### src/rtl/sdram_arb_pkg.sv
// Shared types and defaults for the SDRAM request arbiter.
package sdram_arb_pkg;

    typedef enum logic [2:0] {
        ST_INIT,
        ST_IDLE,
        ST_STROBE,
        ST_WAIT,
        ST_DONE
    } arb_state_e;

    typedef enum logic [1:0] {
        SEL_NONE,
        SEL_A,
        SEL_B,
        SEL_REF
    } client_sel_e;

    localparam int DEF_REFRESH_PERIOD = 390;
    localparam int DEF_STROBE_LEN     = 2;
    localparam int DEF_OP_CYCLES      = 12;

    // Counter width able to hold 0..n-1, never narrower than one bit.
    function automatic int cntWidth(input int n);
        return (n < 2) ? 1 : $clog2(n);
    endfunction

endpackage

### src/rtl/sdram_arb_if.sv
// Client ports plus SDRAM controller command bus seen by the arbiter.
// The master view belongs to the arbiter; the slave view is the
// environment (clients and controller).
interface sdram_arb_if;

    logic        sdReady;
    logic        sdRefresh;
    logic        sdWrite;
    logic        sdRead;
    logic [23:0] sdA;
    logic [15:0] sdD;
    logic [15:0] sdQ;

    logic        aReq;
    logic        aWe;
    logic [23:0] aA;
    logic [15:0] aD;
    logic [15:0] aQ;
    logic        aAck;

    logic        bReq;
    logic [23:0] bA;
    logic [15:0] bQ;
    logic        bAck;

    modport master (
        input  sdReady, sdQ,
        input  aReq, aWe, aA, aD,
        input  bReq, bA,
        output sdRefresh, sdWrite, sdRead, sdA, sdD,
        output aQ, aAck, bQ, bAck
    );

    modport slave (
        output sdReady, sdQ,
        output aReq, aWe, aA, aD,
        output bReq, bA,
        input  sdRefresh, sdWrite, sdRead, sdA, sdD,
        input  aQ, aAck, bQ, bAck
    );

endinterface

### src/rtl/sdram_refresh_timer.sv
// Periodic refresh request generator: a down-counter that raises a sticky
// pending flag at each expiry until the arbiter grants a refresh slot.
module sdram_refresh_timer
    import sdram_arb_pkg::*;
#(
    parameter int REFRESH_PERIOD = DEF_REFRESH_PERIOD
) (
    input  logic clock,
    input  logic reset,
    input  logic enable,
    input  logic clear,
    output logic pending
);

    localparam int CW = cntWidth(REFRESH_PERIOD);
    localparam logic [CW-1:0] RELOAD = CW'(REFRESH_PERIOD - 1);

    logic [CW-1:0] count_q, count_d;
    logic          pending_q, pending_d;

    // Next-state: an expiry in the same cycle as a clear wins, so a fresh request is never lost.
    always_comb begin
        count_d   = count_q;
        pending_d = pending_q;
        if (clear) begin
            pending_d = 1'b0;
        end
        if (enable) begin
            if (count_q == '0) begin
                count_d   = RELOAD;
                pending_d = 1'b1;
            end else begin
                count_d = count_q - 1'b1;
            end
        end
    end

    // State registers.
    always_ff @(posedge clock or negedge reset) begin
        if (!reset) begin
            count_q   <= RELOAD;
            pending_q <= 1'b0;
        end else begin
            count_q   <= count_d;
            pending_q <= pending_d;
        end
    end

    assign pending = pending_q;

endmodule

### src/rtl/sdram_arb.sv
// Arbiter and command sequencer in front of the SDRAM controller: picks
// refresh, CPU (A) or video (B), drives one falling-edge command strobe per
// fixed-length slot and returns read data with a one-cycle ack.
module sdram_arb
    import sdram_arb_pkg::*;
#(
    parameter int REFRESH_PERIOD = DEF_REFRESH_PERIOD,
    parameter int STROBE_LEN     = DEF_STROBE_LEN,
    parameter int OP_CYCLES      = DEF_OP_CYCLES
) (
    input logic         clock,
    input logic         reset,
    sdram_arb_if.master bus
);

    localparam int CNT_W = cntWidth((OP_CYCLES > STROBE_LEN) ? OP_CYCLES : STROBE_LEN);
    localparam logic [CNT_W-1:0] STROBE_LAST = CNT_W'(STROBE_LEN - 1);
    localparam logic [CNT_W-1:0] OP_LAST     = CNT_W'(OP_CYCLES - 1);

    arb_state_e  state_q;
    client_sel_e sel_q;
    client_sel_e winner_d;
    logic [CNT_W-1:0] cnt_q;
    logic        we_q;
    logic        lastB_q;
    logic        sdRefresh_q, sdWrite_q, sdRead_q;
    logic [23:0] sdA_q;
    logic [15:0] sdD_q;
    logic [15:0] aQ_q, bQ_q;
    logic        aAck_q, bAck_q;
    logic        refPending;
    logic        refClear;
    logic        timerEnable;

    assign timerEnable = (state_q != ST_INIT);
    assign refClear    = (state_q == ST_IDLE) && bus.sdReady && (winner_d == SEL_REF);

    sdram_refresh_timer #(
        .REFRESH_PERIOD(REFRESH_PERIOD)
    ) u_refresh_timer (
        .clock  (clock),
        .reset  (reset),
        .enable (timerEnable),
        .clear  (refClear),
        .pending(refPending)
    );

    // Grant decision: refresh first, then whichever client was not served last.
    always_comb begin
        winner_d = SEL_NONE;
        if (refPending) begin
            winner_d = SEL_REF;
        end else if (lastB_q) begin
            if (bus.aReq)      winner_d = SEL_A;
            else if (bus.bReq) winner_d = SEL_B;
        end else begin
            if (bus.bReq)      winner_d = SEL_B;
            else if (bus.aReq) winner_d = SEL_A;
        end
    end

    // Slot sequencer with registered strobes, bus, read data and acks.
    always_ff @(posedge clock or negedge reset) begin
        if (!reset) begin
            state_q     <= ST_INIT;
            sel_q       <= SEL_NONE;
            cnt_q       <= '0;
            we_q        <= 1'b0;
            lastB_q     <= 1'b1;
            sdRefresh_q <= 1'b0;
            sdWrite_q   <= 1'b0;
            sdRead_q    <= 1'b0;
            sdA_q       <= '0;
            sdD_q       <= '0;
            aQ_q        <= '0;
            bQ_q        <= '0;
            aAck_q      <= 1'b0;
            bAck_q      <= 1'b0;
        end else begin
            aAck_q <= 1'b0;
            bAck_q <= 1'b0;
            if (state_q != ST_INIT && !bus.sdReady) begin
                state_q     <= ST_INIT;
                sel_q       <= SEL_NONE;
                cnt_q       <= '0;
                sdRefresh_q <= 1'b0;
                sdWrite_q   <= 1'b0;
                sdRead_q    <= 1'b0;
            end else begin
                case (state_q)
                    ST_INIT: begin
                        if (bus.sdReady) state_q <= ST_IDLE;
                    end
                    ST_IDLE: begin
                        if (winner_d != SEL_NONE) begin
                            sel_q   <= winner_d;
                            cnt_q   <= '0;
                            state_q <= ST_STROBE;
                            case (winner_d)
                                SEL_REF: sdRefresh_q <= 1'b1;
                                SEL_A: begin
                                    sdA_q     <= bus.aA;
                                    sdD_q     <= bus.aD;
                                    we_q      <= bus.aWe;
                                    sdWrite_q <= bus.aWe;
                                    sdRead_q  <= !bus.aWe;
                                end
                                SEL_B: begin
                                    sdA_q    <= bus.bA;
                                    we_q     <= 1'b0;
                                    sdRead_q <= 1'b1;
                                end
                                default: ;
                            endcase
                        end
                    end
                    ST_STROBE: begin
                        if (cnt_q == STROBE_LAST) begin
                            sdRefresh_q <= 1'b0;
                            sdWrite_q   <= 1'b0;
                            sdRead_q    <= 1'b0;
                            cnt_q       <= '0;
                            state_q     <= ST_WAIT;
                        end else begin
                            cnt_q <= cnt_q + 1'b1;
                        end
                    end
                    ST_WAIT: begin
                        if (cnt_q == OP_LAST) begin
                            if (sel_q == SEL_A && !we_q) aQ_q <= bus.sdQ;
                            if (sel_q == SEL_B)          bQ_q <= bus.sdQ;
                            aAck_q  <= (sel_q == SEL_A);
                            bAck_q  <= (sel_q == SEL_B);
                            state_q <= ST_DONE;
                        end else begin
                            cnt_q <= cnt_q + 1'b1;
                        end
                    end
                    ST_DONE: begin
                        if (sel_q == SEL_A) lastB_q <= 1'b0;
                        if (sel_q == SEL_B) lastB_q <= 1'b1;
                        sel_q   <= SEL_NONE;
                        state_q <= ST_IDLE;
                    end
                    default: state_q <= ST_INIT;
                endcase
            end
        end
    end

    assign bus.sdRefresh = sdRefresh_q;
    assign bus.sdWrite   = sdWrite_q;
    assign bus.sdRead    = sdRead_q;
    assign bus.sdA       = sdA_q;
    assign bus.sdD       = sdD_q;
    assign bus.aQ        = aQ_q;
    assign bus.aAck      = aAck_q;
    assign bus.bQ        = bQ_q;
    assign bus.bAck      = bAck_q;

endmodule

### src/flat_wrapper.sv
// flat-port wrapper written by rule: the top's interface ports become plain ports
module sdram_arb_flat import sdram_arb_pkg::*;
#(
    parameter int REFRESH_PERIOD = DEF_REFRESH_PERIOD,
    parameter int STROBE_LEN     = DEF_STROBE_LEN,
    parameter int OP_CYCLES      = DEF_OP_CYCLES
)
  (clock, reset, bus_sdReady, bus_sdQ, bus_aReq, bus_aWe, bus_aA, bus_aD, bus_bReq, bus_bA, bus_sdRefresh, bus_sdWrite, bus_sdRead, bus_sdA, bus_sdD, bus_aQ, bus_aAck, bus_bQ, bus_bAck);
  sdram_arb_if bus_i ();
  input logic clock;
  input logic reset;
  input wire logic [$bits(bus_i.sdReady)-1:0] bus_sdReady;
  input wire logic [$bits(bus_i.sdQ)-1:0] bus_sdQ;
  input wire logic [$bits(bus_i.aReq)-1:0] bus_aReq;
  input wire logic [$bits(bus_i.aWe)-1:0] bus_aWe;
  input wire logic [$bits(bus_i.aA)-1:0] bus_aA;
  input wire logic [$bits(bus_i.aD)-1:0] bus_aD;
  input wire logic [$bits(bus_i.bReq)-1:0] bus_bReq;
  input wire logic [$bits(bus_i.bA)-1:0] bus_bA;
  output wire logic [$bits(bus_i.sdRefresh)-1:0] bus_sdRefresh;
  output wire logic [$bits(bus_i.sdWrite)-1:0] bus_sdWrite;
  output wire logic [$bits(bus_i.sdRead)-1:0] bus_sdRead;
  output wire logic [$bits(bus_i.sdA)-1:0] bus_sdA;
  output wire logic [$bits(bus_i.sdD)-1:0] bus_sdD;
  output wire logic [$bits(bus_i.aQ)-1:0] bus_aQ;
  output wire logic [$bits(bus_i.aAck)-1:0] bus_aAck;
  output wire logic [$bits(bus_i.bQ)-1:0] bus_bQ;
  output wire logic [$bits(bus_i.bAck)-1:0] bus_bAck;
  assign bus_i.sdReady = bus_sdReady;
  assign bus_i.sdQ = bus_sdQ;
  assign bus_i.aReq = bus_aReq;
  assign bus_i.aWe = bus_aWe;
  assign bus_i.aA = bus_aA;
  assign bus_i.aD = bus_aD;
  assign bus_i.bReq = bus_bReq;
  assign bus_i.bA = bus_bA;
  assign bus_sdRefresh = bus_i.sdRefresh;
  assign bus_sdWrite = bus_i.sdWrite;
  assign bus_sdRead = bus_i.sdRead;
  assign bus_sdA = bus_i.sdA;
  assign bus_sdD = bus_i.sdD;
  assign bus_aQ = bus_i.aQ;
  assign bus_aAck = bus_i.aAck;
  assign bus_bQ = bus_i.bQ;
  assign bus_bAck = bus_i.bAck;
  sdram_arb #(.REFRESH_PERIOD(REFRESH_PERIOD), .STROBE_LEN(STROBE_LEN), .OP_CYCLES(OP_CYCLES)) u_core (.clock(clock), .reset(reset), .bus(bus_i));
endmodule
### config.mk
export PLATFORM = sky130hd
export DESIGN_NAME = sdram_arb_flat
export DESIGN_NICKNAME = d
export VERILOG_FILES = /design/src/rtl/sdram_arb_pkg.sv /design/src/rtl/sdram_arb_if.sv /design/src/rtl/sdram_refresh_timer.sv /design/src/rtl/sdram_arb.sv /design/src/flat_wrapper.sv
export SDC_FILE = /design/constraint.sdc
export NUM_CORES = 1
export LEC_CHECK = 0
export BUFFER_PORTS_ARGS = -buffer_cell sky130_fd_sc_hd__buf_2
export CORE_ASPECT_RATIO = 2
export CORE_UTILIZATION = 49
export CTS_CLUSTER_DIAMETER = 50
export CTS_CLUSTER_SIZE = 25
export DETAILED_ROUTE_END_ITERATION = 16
export GPL_TIMING_DRIVEN = 0
export PLACE_DENSITY_LB_ADDON = 0.15
export SLEW_MARGIN = 20
export SYNTH_ARGS = -nofsm -noshare
export SYNTH_HDL_FRONTEND = slang
export SYNTH_SLANG_ARGS = --single-unit
### constraint.sdc
create_clock -name clock -period 2.5 [get_ports clock]
set_clock_uncertainty 0.1 [all_clocks]
set_input_delay 0.125 -clock clock [delete_from_list [all_inputs] [get_ports clock]]
set_output_delay 0.125 -clock clock [all_outputs]
set_load 0.01 [all_outputs]
* Yosys cells after proc, flatten, opt, wreduce, memory -nomap -nowiden
Cells that the tools add are included. Widths: inputs -> output; s select.
Word-level totals: logic and storage cells 112, output and inout port bits 77, register bits after elaboration 98, bits of input ports 86
Operators by class: $add $sub $neg 2, equality and inequality tests 19, reduce and logical (&&, ||, !) cells 27, bitwise operators 1, muxes and demuxes 47
Operators with widths (number):
- $pmux 24 s2 | 1
- $reduce_and 4->1 | 8
- $mux 1 | 21
- $mux 4 | 4
- $mux 3 | 5
- $pmux 3 s5 | 1
- $mux 2 | 7
- $pmux 4 s3 | 1
- $pmux 1 s2 | 5
- $logic_not 9->1 | 1
- $mux 9 | 1
- $ne 3x3->1 const B | 3
- $reduce_bool 3->1 | 3
- $sub 9x1->9 const B | 1
- $eq 2x2->1 const B | 3
- $eq 3x2->1 const B | 2
- $ne 3x1->1 const B | 2
- $ne 3x2->1 const B | 2
- $reduce_and 3->1 | 2
- $reduce_bool 2->1 | 3
- $add 4x1->4 const B | 1
- $eq 2x1->1 const B | 2
- $eq 4x1->1 const B | 1
- $eq 4x4->1 const B | 1
- other kinds (10) | 15

* Logic depth before layout (Yosys ltp)
word-level depth 9, depth in mapped cells 7, mapped depth without buffers 6

* Cells and area by module
Synthesis repeated with hierarchy kept, for this count alone.
Second synthesis, totals: cell total of the unflattened synthesis 362, area, all modules 4465.5 um^2
Modules (own cells, without submodules):
- sdram_arb | sequential area each 2203.4 um^2, area each 3965.1 um^2, cells each 316, times used 1
- sdram_refresh_timer | sequential area each 255.2 um^2, area each 500.5 um^2, cells each 46, times used 1

* Least setup slack after synthesis
Ideal clock, no wire load.
path kind reg2reg, start point register u_core.cnt_q[0], end point register u_core.aQ_q[10], in the netlist u_core.bus.aQ[10], stages on the path, launching flop included 8, setup time 0.125 ns, arrival 1.735 ns, data required time 2.275 ns, path buffers 2, clock period less this slack 1.960 ns, slack 0.540 ns, path through dfrtp_1 -> ha_1 -> nand3b_1 -> nor3_4 -> and3b_1 -> buf_4 -> buf_6 -> mux2_2
On the way: longest elaborated chain between the ends 2
Ends and longest elaborated chain:
- from (decl) | RTL line sdram_arb.sv:23 | logic [CNT_W-1:0] cnt_q;
- from (signal assigned) | RTL line sdram_arb.sv:125 | cnt_q <= cnt_q + 1'b1;
- from (signal assigned) | RTL line sdram_arb.sv:136 | cnt_q <= cnt_q + 1'b1;
- $eq 4x4->1 | RTL line sdram_arb.sv:129 | if (cnt_q == OP_LAST) begin
- $reduce_and 4->1 (no line)
- to (signal assigned) | RTL line sdram_arb.sv:130 | if (sel_q == SEL_A && !we_q) aQ_q <= bus.sdQ;
- to (decl) | RTL line sdram_arb.sv:29 | logic [15:0] aQ_q, bQ_q;
Every way passes these cells. A chain may end at the register's enable or synchronous reset.

* Worst setup path after layout
start point register u_core.lastB_q, end point register u_core.sdA_q[11], in the netlist u_core.bus.sdA[11]
On the way: longest elaborated chain between the ends 5, elaborated cells on any way between the ends 8, those cells by class 2 x eq/ne; 3 x mux; 3 x reduce/logical
Ends and longest elaborated chain:
- from (decl) | RTL line sdram_arb.sv:25 | logic lastB_q;
- from (signal assigned) | RTL line sdram_arb.sv:69 | lastB_q <= 1'b1;
- from (signal assigned) | RTL line sdram_arb.sv:140 | if (sel_q == SEL_A) lastB_q <= 1'b0;
- from (signal assigned) | RTL line sdram_arb.sv:141 | if (sel_q == SEL_B) lastB_q <= 1'b1;
- $mux 2 (*) | RTL line sdram_arb.sv:53 | end else if (lastB_q) begin
- $mux 2 (*) | RTL line sdram_arb.sv:51 | if (refPending) begin
- $eq 2x2->1 or $eq 2x1->1 (tied branches) | RTL line sdram_arb.sv:99 | case (winner_d)
- $reduce_bool 2->1 (no line)
- $reduce_and 4->1 (no line)
- to (signal assigned) | RTL line sdram_arb.sv:102 | sdA_q <= bus.aA;
- to (signal assigned) | RTL line sdram_arb.sv:109 | sdA_q <= bus.bA;
- to (decl) | RTL line sdram_arb.sv:27 | logic [23:0] sdA_q;
Every way passes the cells marked *; elsewhere a longest branch is shown, timed or not.

==> Implementation_results.wiki <==
{| class="wikitable"
! Metric !! Value
|-
| Worst path max stage delay || 610 ps
|-
| Critical path endpoint category || register
|-
| Switching power || 0.001647 W
|-
| Buffers from clock root to sink, at most || 2
|-
| Placed Area || around 0.0054 mm²
|-
| Yosys reg bits || 98
|-
| Post-synthesis xor/xnor area fraction || 1.397%
|-
| Fraction of the mapped netlist area in adder cells || 1.425%
|-
| Number of H-tree levels || 3
|-
| GR Util All Layers || a little over a quarter
|-
| Number of antenna violations at the first check in global routing || 0
|-
| CP arrival || 2420 ps
|-
| Number of clock sinks || 98
|-
| Clock slew at the register clock pins of the worst setup and hold paths || 70 ps
|-
| Type of the setup path with the least slack || reg2reg
|-
| Worst Path Max Fanout || 10
|-
| Die height || roughly 140 µm
|-
| Ys Warns || 0
|-
| Slew @ Worst Pin || 688.2 ps
|-
| Largest net degree at the start of global routing || between 60 and 70
|-
| Detail Route Antenna Nets || 0
|-
| Met1 track demand over resource || a little over a quarter
|-
| Setup TNS || 0 ps
|-
| Met2 track utilization from global routing || ~49%
|-
| First-pass GRT wire length || 18060 µm
|-
| Number of cells on the worst reg-to-reg path || 7
|-
| Most numerous cell types in the synthesized netlist || sky130_fd_sc_hd__dfrtp_1 (93), sky130_fd_sc_hd__mux2_2 (52), sky130_fd_sc_hd__nand2_1 (31)
|-
| Layout Cell Area excl Fill || 0.006386 mm²
|-
| Switching part of the total || 32.36%
|-
| Gate Count Post-Synth || ~360
|-
| Count of buffers added by post-CTS timing repair for setup || 0
|-
| Sequential cell area fraction in the yosys report || a little under three fifths
|-
| # IOs || 163
|-
| Top cells by area in the synthesized netlist || sky130_fd_sc_hd__dfrtp_1 (53%), sky130_fd_sc_hd__mux2_2 (13%), sky130_fd_sc_hd__mux2i_1 (5.5%)
|-
| Post-Synthesis Cell Area || 0.004389 mm²
|-
| WL per Instance || ~16 µm
|-
| Initial DRC Count || 159
|-
| Via count || 3710
|-
| Number of antenna cells inserted || 0
|-
| Clock Tree Root || sky130_fd_sc_hd__clkbuf_16
|-
| Count of cell types in the netlist || 54
|-
| Cell type with the highest occurrence count on the critical path || sky130_fd_sc_hd__buf_4
|-
| Critical Path, Cell by Cell || a21boi_0 > nor2b_1 > buf_4 > buf_4 > mux2i_1 > dlygate4sd3_1 > o21ai_0
|-
| Ratio of routed vias to standard cells || 5.233
|-
| Post-synthesis share of cell area spent on and, or, nand and nor gates || 10.49%
|-
| Mean instance size in the synthesized netlist || roughly 12 µm²
|-
| FILL cells || 608
|-
| Fraction of layout cells with a size suffix above 1 || 42.36%
|-
| Hold crit path type || in2reg
|-
| Setup-violating endpoint count in the final report || 0
|-
| Starting density of the core || around half
|-
| First-pass iteration count of the detailed router || 4
|-
| Final clock period utilization by the worst path || roughly 92%
|-
| Number of I/O port buffers || 162
|-
| Number of global-route vias before repair || 3994
|-
| Hold Crit Depth || 3
|-
| Register area || 0.002459 mm²
|-
| Routability-driven placement congestion ratio || 0.8399
|-
| Clock Latency Late Sink || 340 ps
|-
| Share of power burned in registers || 45.3%
|-
| RSZ-0062 raised after global routing || false
|-
| Layer with the highest usage || met2
|-
| Main combinational cell family by area after synthesis || multiplexers
|-
| Portion of synthesized cell area occupied by the leading cell type || roughly 53%
|-
| Power per standard cell area || about 800 mW/mm²
|-
| Required time at the worst-slack endpoint || 2610 ps
|-
| CP Launch Type || register
|-
| Total die area || 0.009363 mm²
|-
| Worst IR Drop VDD || 0.5735 mV
|-
| Number of buffers inserted during clock tree synthesis || 9
|-
| Internal cell power || 0.003442 W
|-
| Asr flop ratio synth || 100.0%
|-
| Cell with the most instances after synthesis || sky130_fd_sc_hd__dfrtp_1
|-
| Post-route total power || between 0.005 and 0.006 W
|-
| Final-report max-slew violation count || 0
|-
| GR Util met3 || ~5.0%
|-
| Part of the power in combinational logic || 29.5%
|-
| Total DRC errors in the routed layout || 0
|-
| Synth Area in Compound Gates || around 7.9%
|-
| Grt total ovfl || 0
|-
| Biggest area consumer among synthesized cells || sky130_fd_sc_hd__dfrtp_1
|-
| Max-slew headroom at the worst pin || 53.47%
|-
| Multi-input combinational cell area || about 0.0018 mm²
|-
| Post-Syn Nets || 447
|-
| Maximum capacitance violations || 0
|-
| Number of nets in the layout || 696
|-
| Primary flip-flop cell chosen by synthesis mapping || sky130_fd_sc_hd__dfrtp_1
|-
| Result of the run || completed
|-
| Layout area overhead || 45.50%
|-
| Placeable core region || 0.008648 mm²
|-
| Shortest period the worst path allows || 2310 ps
|-
| Achievable frequency || 432.9 MHz
|-
| Clock tree from TritonCTS || built
|-
| Share of cell area taken by muxes after synthesis || between 10% and 20%
|-
| Critical-path top delay cell || sky130_fd_sc_hd__dlygate4sd3_1
|-
| Hold Fails Final Rpt || 0
|-
| Final wirelength || 11450 µm
|-
| Reported leakage power || 3.329 nW
|-
| # rows || 48
|-
| Detailed Place HPWL || 7642 µm
|-
| Die extent in x || between 60 and 70 µm
|-
| Post-synth EDFFs || 0
|-
| Part of the total power dissipated in the clock network || around 25%
|}
==> kinds of logic (layout without fill, tap and decap cells) <==
logic type / Yosys count / after routing
flops: 98 / 98
compound gates: 57 / 57
fa+ha+maj: 5 / 5
simple gates: 82 / 82
mux: 77 / 77
xor+xnor: 7 / 7
buf+inv: 30 / 283
==> metal layers <==
| layer | up-vias | share of wire [%] |
|---|---|---|
| met5 | - | 0 |
| met4 | 0 | 3.4 |
| met3 | 30 | 4.7 |
| met2 | 125 | 58 |
| met1 | 1811 | 34 |
| li1 | 1744 | - |
==> placed cells by master, fill, tap and decap left out, types with 3 or more instances in the layout <==
| cell | instances |
|---|---|
| sky130_fd_sc_hd__a21oi_1 | 8 |
| sky130_fd_sc_hd__buf_2 | 166 |
| sky130_fd_sc_hd__buf_4 | 4 |
| sky130_fd_sc_hd__buf_6 | 4 |
| sky130_fd_sc_hd__clkbuf_1 | 7 |
| sky130_fd_sc_hd__clkbuf_16 | 9 |
| sky130_fd_sc_hd__dfrtp_1 | 93 |
| sky130_fd_sc_hd__dfstp_2 | 5 |
| sky130_fd_sc_hd__dlygate4sd3_1 | 75 |
| sky130_fd_sc_hd__ha_1 | 5 |
| sky130_fd_sc_hd__inv_1 | 10 |
| sky130_fd_sc_hd__mux2_2 | 52 |
| sky130_fd_sc_hd__mux2i_1 | 24 |
| sky130_fd_sc_hd__nand2_1 | 31 |
| sky130_fd_sc_hd__nand3_1 | 3 |
| sky130_fd_sc_hd__nor2_1 | 14 |
| sky130_fd_sc_hd__nor2b_1 | 5 |
| sky130_fd_sc_hd__nor3_1 | 5 |
| sky130_fd_sc_hd__o211ai_1 | 3 |
| sky130_fd_sc_hd__o21ai_0 | 27 |
| sky130_fd_sc_hd__or3_1 | 3 |
| sky130_fd_sc_hd__xnor2_1 | 4 |
| sky130_fd_sc_hd__xor2_1 | 3 |
==> final timing paths <==
kind                       slack [ps]                                            end                           start
setup / recovery                  190                 u_core.bus.sdA[11]$_DFFE_PN0P_      u_core.lastB_q$_DFFE_PN1P_
hold / removal                      7                 u_core.bus.sdA[16]$_DFFE_PN0P_                      bus_aA[16]
setup reg to reg                  190                 u_core.bus.sdA[11]$_DFFE_PN0P_      u_core.lastB_q$_DFFE_PN1P_
hold reg to reg                   380                 u_core.bus.sdA[17]$_DFFE_PN0P_  u_core.bus.sdA[17]$_DFFE_PN0P_
max in group asynchronous        1500  u_core.u_refresh_timer.count_q[0]$_DFFE_PN1N_                           reset
min in group asynchronous         160                 u_core.bus.sdA[21]$_DFFE_PN0P_                           reset
==> critical path: cells and delay by family (launching register included) <==
family / cells / cell delay (ps)
buf+inv: 3 / 1030
simple gates: 1 / 170
flops: 1 / 370
compound gates: 2 / 290
mux: 1 / 220
==> power by group through the flow <==
stage | Combinational [W] | Sequential [W] | Clock, W
final | 0.00150 | 0.00230 | 0.00128
after detailed placement | 0.00137 | 0.00231 | 0
after global routing | 0.00164 | 0.00235 | 0.00136
after global placement | 0.00132 | 0.00230 | 0
after CTS | 0.00148 | 0.00229 | 0.00132
after floorplan | 0.000605 | 0.00245 | 0
==> layout make-up <==
cell class                      instances  area share, %
Tap cell                              100          1.959
Sequential cell                        98          38.50
Buffer                                 20          1.920
Clock inverter                          6         0.7641
Multi-Input combinational cell        228          27.76
Inverter                               10         0.5878
Timing Repair Buffer                  238          24.98
Clock buffer                            9          3.527
==> state kept, by name, indices dropped and copies added, names as in the netlist <==
register                        count
u_core.u_refresh_timer.pending      1
u_core.bus.aQ                      16
u_core.bus.bAck                     1
u_core.state_q                      3
u_core.bus.sdRefresh                1
u_core.bus.bQ                      16
u_core.bus.sdWrite                  1
u_core.lastB_q                      1
u_core.bus.sdRead                   1
u_core.bus.sdA                     24
u_core.u_refresh_timer.count_q      9
u_core.we_q                         1
u_core.cnt_q                        4
u_core.bus.sdD                     16
u_core.sel_q                        2
u_core.bus.aAck                     1
==> stage by stage <==
step                utilization (%)  cells  hold WS, ps  worst slack [ps]
finish                        73.84    709        6.504             190.1
global placement              61.57    618        257.5             238.6
detailed placement            61.96    619       -42.12             272.9
global route                  73.84    709        23.43             15.14
floorplan                         -    356       -270.6             540.3
CTS                           73.81    709        6.947             205.5
==> repair_timing <==
action / in CTS / in global routing
hold buffers: 75 / 0
setup endpoints to repair: 0 / 8
gates resized for setup: 0 / 2
endpoints found under the hold margin: 163 / 0
No activity file was read; power rests on OpenSTA's default activity.
